**src/rtl/lc4_rf_pkg.sv**
```systemverilog
// Shared types and sizing helpers for the LC4 register-file write-port slice.
package lc4_rf_pkg;
  localparam int LC4_NUM_REGS  = 8;
  localparam int LC4_REG_IDX_W = 3;

  typedef logic [LC4_REG_IDX_W-1:0] reg_idx_t;
  typedef logic [LC4_NUM_REGS-1:0]  busy_vec_t;

  // Round-robin pointer width for 2..4 requesters.
  function automatic int ptr_w(input int nreq);
    return (nreq > 2) ? 2 : 1;
  endfunction
endpackage

```
**src/rtl/lc4_rr_arbiter.sv**
```systemverilog
// Combinational round-robin arbiter: first valid requester at or after ptr wins.
module lc4_rr_arbiter
  import lc4_rf_pkg::*;
#(
  parameter int NREQ = 2
) (
  input  logic [NREQ-1:0]         req,
  input  logic [ptr_w(NREQ)-1:0]  ptr,
  input  logic                    en,
  output logic [NREQ-1:0]         gnt,
  output logic [ptr_w(NREQ)-1:0]  gnt_idx
);
  localparam int unsigned N  = NREQ;
  localparam int unsigned PW = ptr_w(NREQ);

  logic found;

  // Two passes: indices >= ptr first, then wrap around to the rest.
  always_comb begin
    gnt     = '0;
    gnt_idx = '0;
    found   = 1'b0;
    if (en) begin
      for (int unsigned k = 0; k < N; k++) begin
        if (!found && req[k] && (k >= 32'(ptr))) begin
          gnt[k]  = 1'b1;
          gnt_idx = PW'(k);
          found   = 1'b1;
        end
      end
      for (int unsigned k = 0; k < N; k++) begin
        if (!found && req[k]) begin
          gnt[k]  = 1'b1;
          gnt_idx = PW'(k);
          found   = 1'b1;
        end
      end
    end
  end
endmodule

```
**src/rtl/lc4_rf_wport_arbiter.sv**
```systemverilog
// Shares the LC4 regfile write port among NREQ sources and tracks pending
// destinations in a busy scoreboard (claim sets, commit clears).
module lc4_rf_wport_arbiter
  import lc4_rf_pkg::*;
#(
  parameter int n    = 16,
  parameter int NREQ = 2
) (
  input  logic                 clk,
  input  logic                 rst_n,
  input  logic                 gwe,
  input  logic [NREQ-1:0]      i_req_valid,
  input  logic [3*NREQ-1:0]    i_req_rd,
  input  logic [n*NREQ-1:0]    i_req_data,
  output logic [NREQ-1:0]      o_req_ready,
  output reg_idx_t             o_rd,
  output logic [n-1:0]         o_wdata,
  output logic                 o_rd_we,
  input  logic                 i_claim_valid,
  input  reg_idx_t             i_claim_rd,
  output logic                 o_claim_ready,
  input  reg_idx_t             i_rs,
  input  reg_idx_t             i_rt,
  output logic                 o_rs_busy,
  output logic                 o_rt_busy,
  output busy_vec_t            o_busy
);
  localparam int PW = ptr_w(NREQ);

  logic [PW-1:0]   ptr;
  logic [NREQ-1:0] gnt;
  logic [PW-1:0]   gnt_idx;
  logic            xfer;
  reg_idx_t        sel_rd;
  logic [n-1:0]    sel_data;
  busy_vec_t       busy;
  busy_vec_t       busy_next;
  logic            claim_accept;

  lc4_rr_arbiter #(.NREQ(NREQ)) u_arb (
    .req     (i_req_valid),
    .ptr     (ptr),
    .en      (gwe & rst_n),
    .gnt     (gnt),
    .gnt_idx (gnt_idx)
  );

  assign o_req_ready = gnt;
  assign xfer        = |gnt;

  always_comb begin
    sel_rd   = '0;
    sel_data = '0;
    for (int unsigned k = 0; k < NREQ; k++) begin
      if (gnt[k]) begin
        sel_rd   = sel_rd   | i_req_rd[3*k +: 3];
        sel_data = sel_data | i_req_data[n*k +: n];
      end
    end
  end

  always_ff @(posedge clk or negedge rst_n) begin
    if (!rst_n) begin
      ptr     <= '0;
      o_rd_we <= 1'b0;
      o_rd    <= '0;
      o_wdata <= '0;
    end else if (gwe) begin
      o_rd_we <= xfer;
      if (xfer) begin
        o_rd    <= sel_rd;
        o_wdata <= sel_data;
        ptr     <= (gnt_idx == PW'(NREQ - 1)) ? '0 : gnt_idx + 1'b1;
      end
    end
  end

  assign o_claim_ready = gwe & rst_n & ~busy[i_claim_rd];
  assign claim_accept  = i_claim_valid & o_claim_ready;

  // Commit clear is applied before the claim set so a same-edge claim wins.
  always_comb begin
    busy_next = busy;
    if (o_rd_we)      busy_next[o_rd]       = 1'b0;
    if (claim_accept) busy_next[i_claim_rd] = 1'b1;
  end

  always_ff @(posedge clk or negedge rst_n) begin
    if (!rst_n)   busy <= '0;
    else if (gwe) busy <= busy_next;
  end

  assign o_busy    = busy;
  assign o_rs_busy = busy[i_rs];
  assign o_rt_busy = busy[i_rt];
endmodule
```
**config.mk**
```make
export PLATFORM = sky130hd
export DESIGN_NAME = lc4_rf_wport_arbiter
export DESIGN_NICKNAME = d
export VERILOG_FILES = /design/src/rtl/lc4_rf_pkg.sv /design/src/rtl/lc4_rr_arbiter.sv /design/src/rtl/lc4_rf_wport_arbiter.sv
export SDC_FILE = /design/constraint.sdc
export NUM_CORES = 1
export LEC_CHECK = 0
export CORE_ASPECT_RATIO = 0.6
export CORE_UTILIZATION = 40
export CTS_CLUSTER_SIZE = 10
export DETAILED_ROUTE_END_ITERATION = 7
export GPL_ROUTABILITY_DRIVEN = 0
export MAX_ROUTING_LAYER = met4
export PLACE_DENSITY = 0.83
export SETUP_SLACK_MARGIN = 0.02
export SYNTH_ARGS = -nofsm -noshare
export SYNTH_HDL_FRONTEND = slang
export SYNTH_SLANG_ARGS = --single-unit
```
**constraint.sdc**
```tcl
create_clock -name clk -period 2.3 [get_ports clk]
set_input_delay 0.575 -clock clk [delete_from_list [all_inputs] [get_ports clk]]
set_output_delay 0.575 -clock clk [all_outputs]
set_load 0.02 [all_outputs]
```
After elaboration in Yosys (flattened, before gate mapping)

Index checks and enable logic that the tools add are counted.

Word-level logic and storage cells: 63
Flip-flop bits (word level): 29

Bitwise gates (word level): 9
$lt $le $gt $ge: 7
Multiplexer cells: 30
Add/sub/neg operators: 1
Reduce and logical (&&, ||, !) cells: 11

Operator list:

| operator                                                           | number |
|---|---|
| two-way mux 16 bit                                                 | 2 |
| two-way mux 1 bit                                                  | 18 |
| < comparator 3 x 4 -> 1 bit (second input constant)                | 4 |
| two-way mux 8 bit                                                  | 2 |
| OR 16 bit                                                          | 1 |
| binary-select mux 1 bit (select 3 bit)                             | 3 |
| bitwise AND 8 bit                                                  | 1 |
| inverter 8 bit                                                     | 1 |
| OR 8 bit                                                           | 1 |
| demux 1 bit (select 3 bit)                                         | 2 |
| greater-or-equal comparator 3 x 1 -> 1 bit (second input constant) | 2 |
| logical AND 1 bit                                                  | 6 |
| two-way mux 3 bit                                                  | 2 |
| bitwise AND 1 bit                                                  | 3 |
| logical NOT 1 bit                                                  | 3 |
| OR 3 bit                                                           | 1 |
| two-way mux 2 bit                                                  | 1 |
| AND reduction 2 bit                                                | 1 |
| OR reduction 2 bit                                                 | 1 |
| adder 1 bit (second input constant)                                | 1 |
| greater-or-equal comparator 1 bit (first input constant)           | 1 |
| inverter 1 bit                                                     | 1 |

Longest topological paths before layout

Gate-level depths: netlist (run 1).

Word-level depth: 19
Depth in mapped cells: 5

Cells and area by module

A second synthesis (run 1) with hierarchy kept.

Cells, all modules: 141
Area total of the unflattened synthesis: 1,555.2 um^2

Modules (own cells, without submodules):

| module               | cells each | area an instance (um^2) | seq. area each (um^2) | instances |
|---|---|---|---|---|
| lc4_rf_wport_arbiter | 135        | 1,529.0                 | 725.7                 | 1 |
| lc4_rr_arbiter       | 6          | 26.3                    | 0.0                   | 1 |

Worst setup path before layout (run 1)

Ideal clock, no wire load.

Path kind: input port to output port
Start: input port i_claim_rd[2]
End: output port o_claim_ready
Buffers on the path: 1
Stages: 4
Slack: 0.042 ns
Arrival time: 1.683 ns
Path through: clkbuf_1 -> mux2i_1 -> o21ai_0 -> a211oi_1

Longest elaborated chain between the ends: 4

Ends and longest elaborated chain:

| what                                    | line                       | RTL |
|---|---|---|
| start, declared                         | lc4_rf_wport_arbiter.sv:20 | `input reg_idx_t i_claim_rd,` |
| binary-select mux 1 bit (select 3 bit)  | lc4_rf_wport_arbiter.sv:78 | `assign o_claim_ready = gwe & rst_n & ~busy[i_claim_rd];` |
| two-way mux 1 bit (not written as such) | lc4_rf_wport_arbiter.sv:78 |  |
| inverter 1 bit                          | lc4_rf_wport_arbiter.sv:78 |  |
| bitwise AND 1 bit                       | lc4_rf_wport_arbiter.sv:78 |  |
| end, declared                           | lc4_rf_wport_arbiter.sv:21 | `output logic o_claim_ready,` |

Every way passes these cells. The select of a mux whose other input is x is not followed.

Worst setup path after layout (run 1)

Start: input port i_claim_rd[1]
End: output port o_claim_ready

The elaborated chain is that of the path after synthesis.

==> out/qor.csv, run 1 <==
metric,value,unit
Rows,17,
hold_buf cts,0,
Post CTS Setup Buffer Count,0,
FF-to-FF Start,o_busy[3],
syn_area_per_cell,11.5,sq um
kind of critical path,primary input to output pin,
die area,0.00411,sq mm
starting density of the core,41.9,%
final setup fails,0,
CTS H-tree lvls,2,
worst-path maximum fanout,6,
hold_sp,ptr,
PwrDens,876,mW/mm^2
vias in the first global route,1620,
RSZ-0062 raised after global routing,no,
PortBufs,85,
n_diodes,0,
ratio of final minimum period to clock period,95.8,%
Synth Net Count,187,
Die Ht,50.1,um
HP Class,flop to flop,
clk sinks,29,
clock root cell,clkbuf_8,
asr flop ratio synth,100,%
Die Wd,82.1,um
synthesis-to-layout area growth,71.2,%
Worst R2R Path Depth,4,
vias,1607,
share of layout cells above drive strength 1,19.5,%
Final WS setup,0.0960,ns
crit path DAT,1.63,ns
final slew viol count,0,
Final HPWL DP,3700,um
Worst-Margin Slew,0.426,ns
ys flop type,dfrtp_1,
synth unique cells,29,
CTS Buf Count,5,
Final Hold Vio Count,0,
Post-synth EDFFs,0,
clk_skew,0.00660,ns
Syn. warnings,0,
Post-Route WL,4790,um
Via density,5.58,
clock latency at the later pin of the worst-skew pair,0.28,ns
synthesized area,0.00154,sq mm
post-place setup slack,-0.711,ns
Syn Inst Count,134,
Yosys reg bits,29,
clk buf depth,2,
crit start category,primary input,
"Seq/Total Area, Yosys",47.1,%
fin crit period,2.20,ns
post-route ant nets,0,
Nets,293,
outcome,"finished, final reports clean",
final instance area,0.00264,sq mm
Ports,86,
Layout Utilization,71.6,%
CTS tree,yes,
Avg WL per Cell,16.6,um
setup tns final,0,ns
drt drc,0,
GRT overflow,0,
worst hold slack,0.534,ns
Design Power,2.31,mW
drt first pass iters,4,
drt initial violations,97,
Rel. slew slack,71.2,%
CP required,1.73,ns
Worst IR Drop VDD,0.485,mV
max_cap viols,0,
largest net degree at the start of global routing,32,
first-pass GRT wire length,7620,um
GRT Util Overall,26.0,%
initial antenna violation count,0,
Clock transition at path regs,0.06,ns
crit path from,i_claim_rd[1],
Max Freq,0.454,GHz
core box area,0.00368,sq mm
hold depth,1,
Post-DP Area,0.00257,sq mm
Pleak,1.14,nW
placed cells,280,
CP Capture Type,output pin,
fin cells,288,
==> cells by family (layout without fill, tap and decap cells) <==
logic type / Yosys count / count (layout) / share of synthesized area (%)
AOI/OAI and AO/OA: 45 / 45 / 22.9
buffers and inverters: 13 / 120 / 4.87
DFF: 29 / 29 / 47.1
muxes: 11 / 11 / 10.6
and+or+nand+nor: 36 / 36 / 14.5
==> worst max-delay path, cell delays in order <==
cell,delay (ns)
dlygate4sd2_1,0.32
mux2i_1,0.23
a211oi_1,0.09
a211oi_1,0.20
buf_2,0.21
==> worst paths after layout <==
path / endpoint / slack (ns)
setup / recovery: o_claim_ready / 0.1
hold / removal: ptr / 0.53
setup reg to reg: o_busy[2] / 0.80
hold reg to reg: ptr / 0.53
max in group asynchronous: o_busy[7] / 1.42
min in group asynchronous: o_wdata[9] / 0.60
==> report_power, final <==
group          total, mW  internal [mW]  switching (mW)
registers          0.740          0.640           0.100
logic               1.11          0.603           0.504
clock network      0.462          0.270           0.192
==> cell type report <==
cell class | instances | area [sq um]
tap | 47 | 58.8
fill | 280 | 1040
clock buffer | 7 | 96.3
timing repair buffer | 109 | 996
clock inverter | 1 | 5.00
sequential | 29 | 726
inverter | 3 | 11.3
multi-input combinational | 92 | 743
==> repair_timing <==
item,in CTS,in global routing
resized for setup,39,1
pin swaps,2,0
endpoints found under the setup margin,22,1
==> routing by layer <==
| layer | vias to the layer above | routed length, um | GRT usage (%) |
|---|---|---|---|
| met1 | 753 | 2090 | 33.9 |
| met4 | 0 | 123 | 11.1 |
| met2 | 102 | 2170 | 38.2 |
| met5 | - | 0 | - |
| met3 | 19 | 405 | 6.67 |
| li1 | 733 | - | - |
==> cell usage in the layout (no fill, tap or decap) <==
| cell type | n |
|---|---|
| mux2i_1 | 4 |
| nand2_1 | 3 |
| and2_1 | 19 |
| buf_2 | 5 |
| mux2_1 | 1 |
| o31ai_1 | 5 |
| and3_4 | 1 |
| o41ai_1 | 2 |
| a211oi_1 | 2 |
| clkbuf_8 | 7 |
| nand4b_1 | 1 |
| nand3_1 | 6 |
| inv_1 | 3 |
| clkdlybuf4s50_1 | 71 |
| dlygate4sd2_1 | 7 |
| mux2_2 | 1 |
| or3_1 | 1 |
| a221o_1 | 19 |
| o21ai_1 | 2 |
| o21ai_0 | 9 |
| dfrtp_1 | 29 |
| and2_4 | 1 |
| o31a_1 | 1 |
| clkinv_2 | 1 |
| a31oi_1 | 1 |
| buf_4 | 25 |
| a21oi_1 | 3 |
| mux4_2 | 4 |
| nand2b_1 | 2 |
| buf_6 | 1 |
| nand3b_1 | 1 |
| or2b_1 | 1 |
| o211ai_1 | 1 |
| mux2_4 | 1 |
==> cell usage after synthesis (all sizes together) (2+ instances only) <==
cell type / n / share of area (%)
clkbuf: 4 / 0.97
o41ai: 2 / 1.1
mux2i: 4 / 2.6
and2: 20 / 8.3
a211oi: 2 / 0.97
buf: 6 / 3.2
o31ai: 5 / 2.4
nand2: 3 / 0.73
dfrtp: 29 / 47
mux4: 4 / 5.8
a221o: 19 / 12
inv: 3 / 0.73
nand3: 6 / 1.9
a21oi: 3 / 0.97
nand2b: 2 / 0.81
mux2: 3 / 2.2
o21ai: 11 / 3.6
==> sequential cells by signal (all words and copies together) (netlist names) <==
| signal | cells |
|---|---|
| o_wdata | 16 |
| o_busy | 8 |
| o_rd | 3 |
| o_rd_we | 1 |
| ptr | 1 |
Note: power is estimated with default switching activity, not from simulation.
==> run 2, diff against run 1 <==
--- a/config.mk
+++ b/config.mk
@@ -16,3 +16,4 @@
 export SYNTH_ARGS = -nofsm -noshare
 export SYNTH_HDL_FRONTEND = slang
 export SYNTH_SLANG_ARGS = --single-unit
+export TNS_END_PERCENT = 50
==> constraint.sdc (replaced) <==
create_clock -name clk -period 2.3 [get_ports clk]
set_input_delay 0.575 -clock clk [delete_from_list [all_inputs] [get_ports clk]]
set_output_delay 0.575 -clock clk [all_outputs]
set_load 0.01 [all_outputs]
==> run 2 against run 1 <==
  * Register-to-register slack gained 0.03 ns
  * Highest routed layer unchanged
  * Die area is the same
  * Clock skew is essentially flat
  * Worst hold slack gained 0.030 ns
==> out/qor.csv, run 2 (synthesis gave the netlist of run 1 again) <==
metric,value,unit
outcome,"finished, final reports clean",
Avg WL per Cell,17.5,um
Nets,290,
RSZ-0062 raised after global routing,no,
first-pass GRT wire length,7730,um
fin cells,285,
PwrDens,826,mW/mm^2
Rel. slew slack,73.5,%
hold_sp,ptr,
Top reg by flops,o_wdata,
post-route ant nets,0,
clk_skew,0.00679,ns
Final Hold Vio Count,0,
PortBufs,85,
Layout Utilization,71.5,%
R2R Setup Slk,0.83,ns
final setup fails,0,
Rows,17,
n_diodes,0,
CP top delay family,multiplexers,
vias,1653,
Die Wd,82.1,um
CTS Buf Count,5,
kind of critical path,flop to output pin,
Die Ht,50.1,um
crit path cell chain,"mux4_2, mux2_2, buf_2",
hold depth,1,
hold_buf cts,0,
initial antenna violation count,0,
met2 WL,2290,um
vias in the first global route,1621,
clk sinks,29,
most frequent cells in the layout,"clkdlybuf4s50_1 (71), dfrtp_1 (28), and2_1 (19), a221o_1 (19), buf_4 (18)",
CP Capture Type,output pin,
drt drc,0,
starting density of the core,41.9,%
Post-Route WL,4990,um
drt initial violations,166,
DR top layer,met4,
fillers,273,
"most common cell after layout, fill and taps aside",clkdlybuf4s50_1,
Pleak,1.13,nW
setup tns final,0,ns
FF-to-FF Start,ptr,
crit path DAT,1.61,ns
Clock transition at path regs,0.06,ns
Max Freq,0.457,GHz
met3 routed WL,494,um
clock latency at the later pin of the worst-skew pair,0.28,ns
core box area,0.00368,sq mm
Ports,86,
final slew viol count,0,
crit start category,flop,
DRT met1 WL,2060,um
Worst IR Drop VDD,0.491,mV
CTS H-tree lvls,2,
fin crit period,2.19,ns
max reg flops,16,
clk buf depth,2,
GRT overflow,0,
largest net degree at the start of global routing,32,
CP required,1.73,ns
worst hold slack,0.564,ns
placed cells,277,
max_cap viols,0,
crit path buf inv count,1,
clock root cell,clkbuf_8,
Worst R2R End,o_wdata[12],
Worst-Margin Slew,0.397,ns
Worst R2R Path Depth,4,
CTS tree,yes,
share of layout cells above drive strength 1,21.0,%
ratio of final minimum period to clock period,95.1,%
worst-path maximum fanout,6,
synthesis-to-layout area growth,70.8,%
Design Power,2.17,mW
drt first pass iters,4,
die area,0.00411,sq mm
HP Class,flop to flop,
CP max-delay cell,mux4_2,
Hold EP,ptr,
max incr delay on CP,0.47,ns
Via density,5.80,
GRT Util Overall,27.0,%
Final HPWL DP,3740,um
run 2: layout make-up:
cell class	instances	area (sq um)	share of cell area [%]
timing repair buffer	106	976	37.1
multi-input combinational	92	756	28.7
sequential	29	727	27.6
clock buffer	7	96.3	3.66
tap	47	58.8	2.24
inverter	3	11.3	0.428
clock inverter	1	5.00	0.190
run 2: report_power, final:
group	internal (mW)	leakage, nW	switching [mW]
registers	0.642	0.358	0.117
clock network	0.270	0.0542	0.189
logic	0.575	0.714	0.379
run 2: through the flow:
| step | setup WS (ns) | cell area (sq um) |
|---|---|---|
| floorplan | 0.256 | 1540 |
| global placement | -0.612 | 2540 |
| detailed placement | -0.678 | 2540 |
| finish | 0.114 | 2630 |
| CTS | 0.0173 | 2640 |
| global route | 0.0617 | 2630 |
run 2: layer usage:
metal,track usage [%],up-vias
li1,-,728
met1,33.7,798
met4,12.3,0
met2,39.4,109
met5,-,-
met3,9.07,18
run 2: worst max path at each step:
stage | startpoint | to | slack (ns) | cells past startpoint
after global placement | i_rs[0] | o_rs_busy | -0.61 | 4
after CTS | gwe | o_req_ready[0] | 0.02 | 5
after detailed placement | i_rs[0] | o_rs_busy | -0.68 | 4
final | o_busy[3] | o_rt_busy | 0.11 | 3
after global routing | o_busy[3] | o_rs_busy | 0.06 | 3
after floorplan | i_claim_rd[2] | o_claim_ready | 0.26 | 4
run 2: worst register-to-register path, stage by stage, from the launching register on:
cell      delay, ns
dfrtp_1        0.43
nand2b_1       0.16
and3_4         0.18
buf_4          0.20
a221o_1        0.38
run 2: timing repair:
item,4_1_cts,5_1_grt
buffers inserted,0,0
setup endpoints to repair,7,4
pin swaps,2,1
resized for setup,37,9
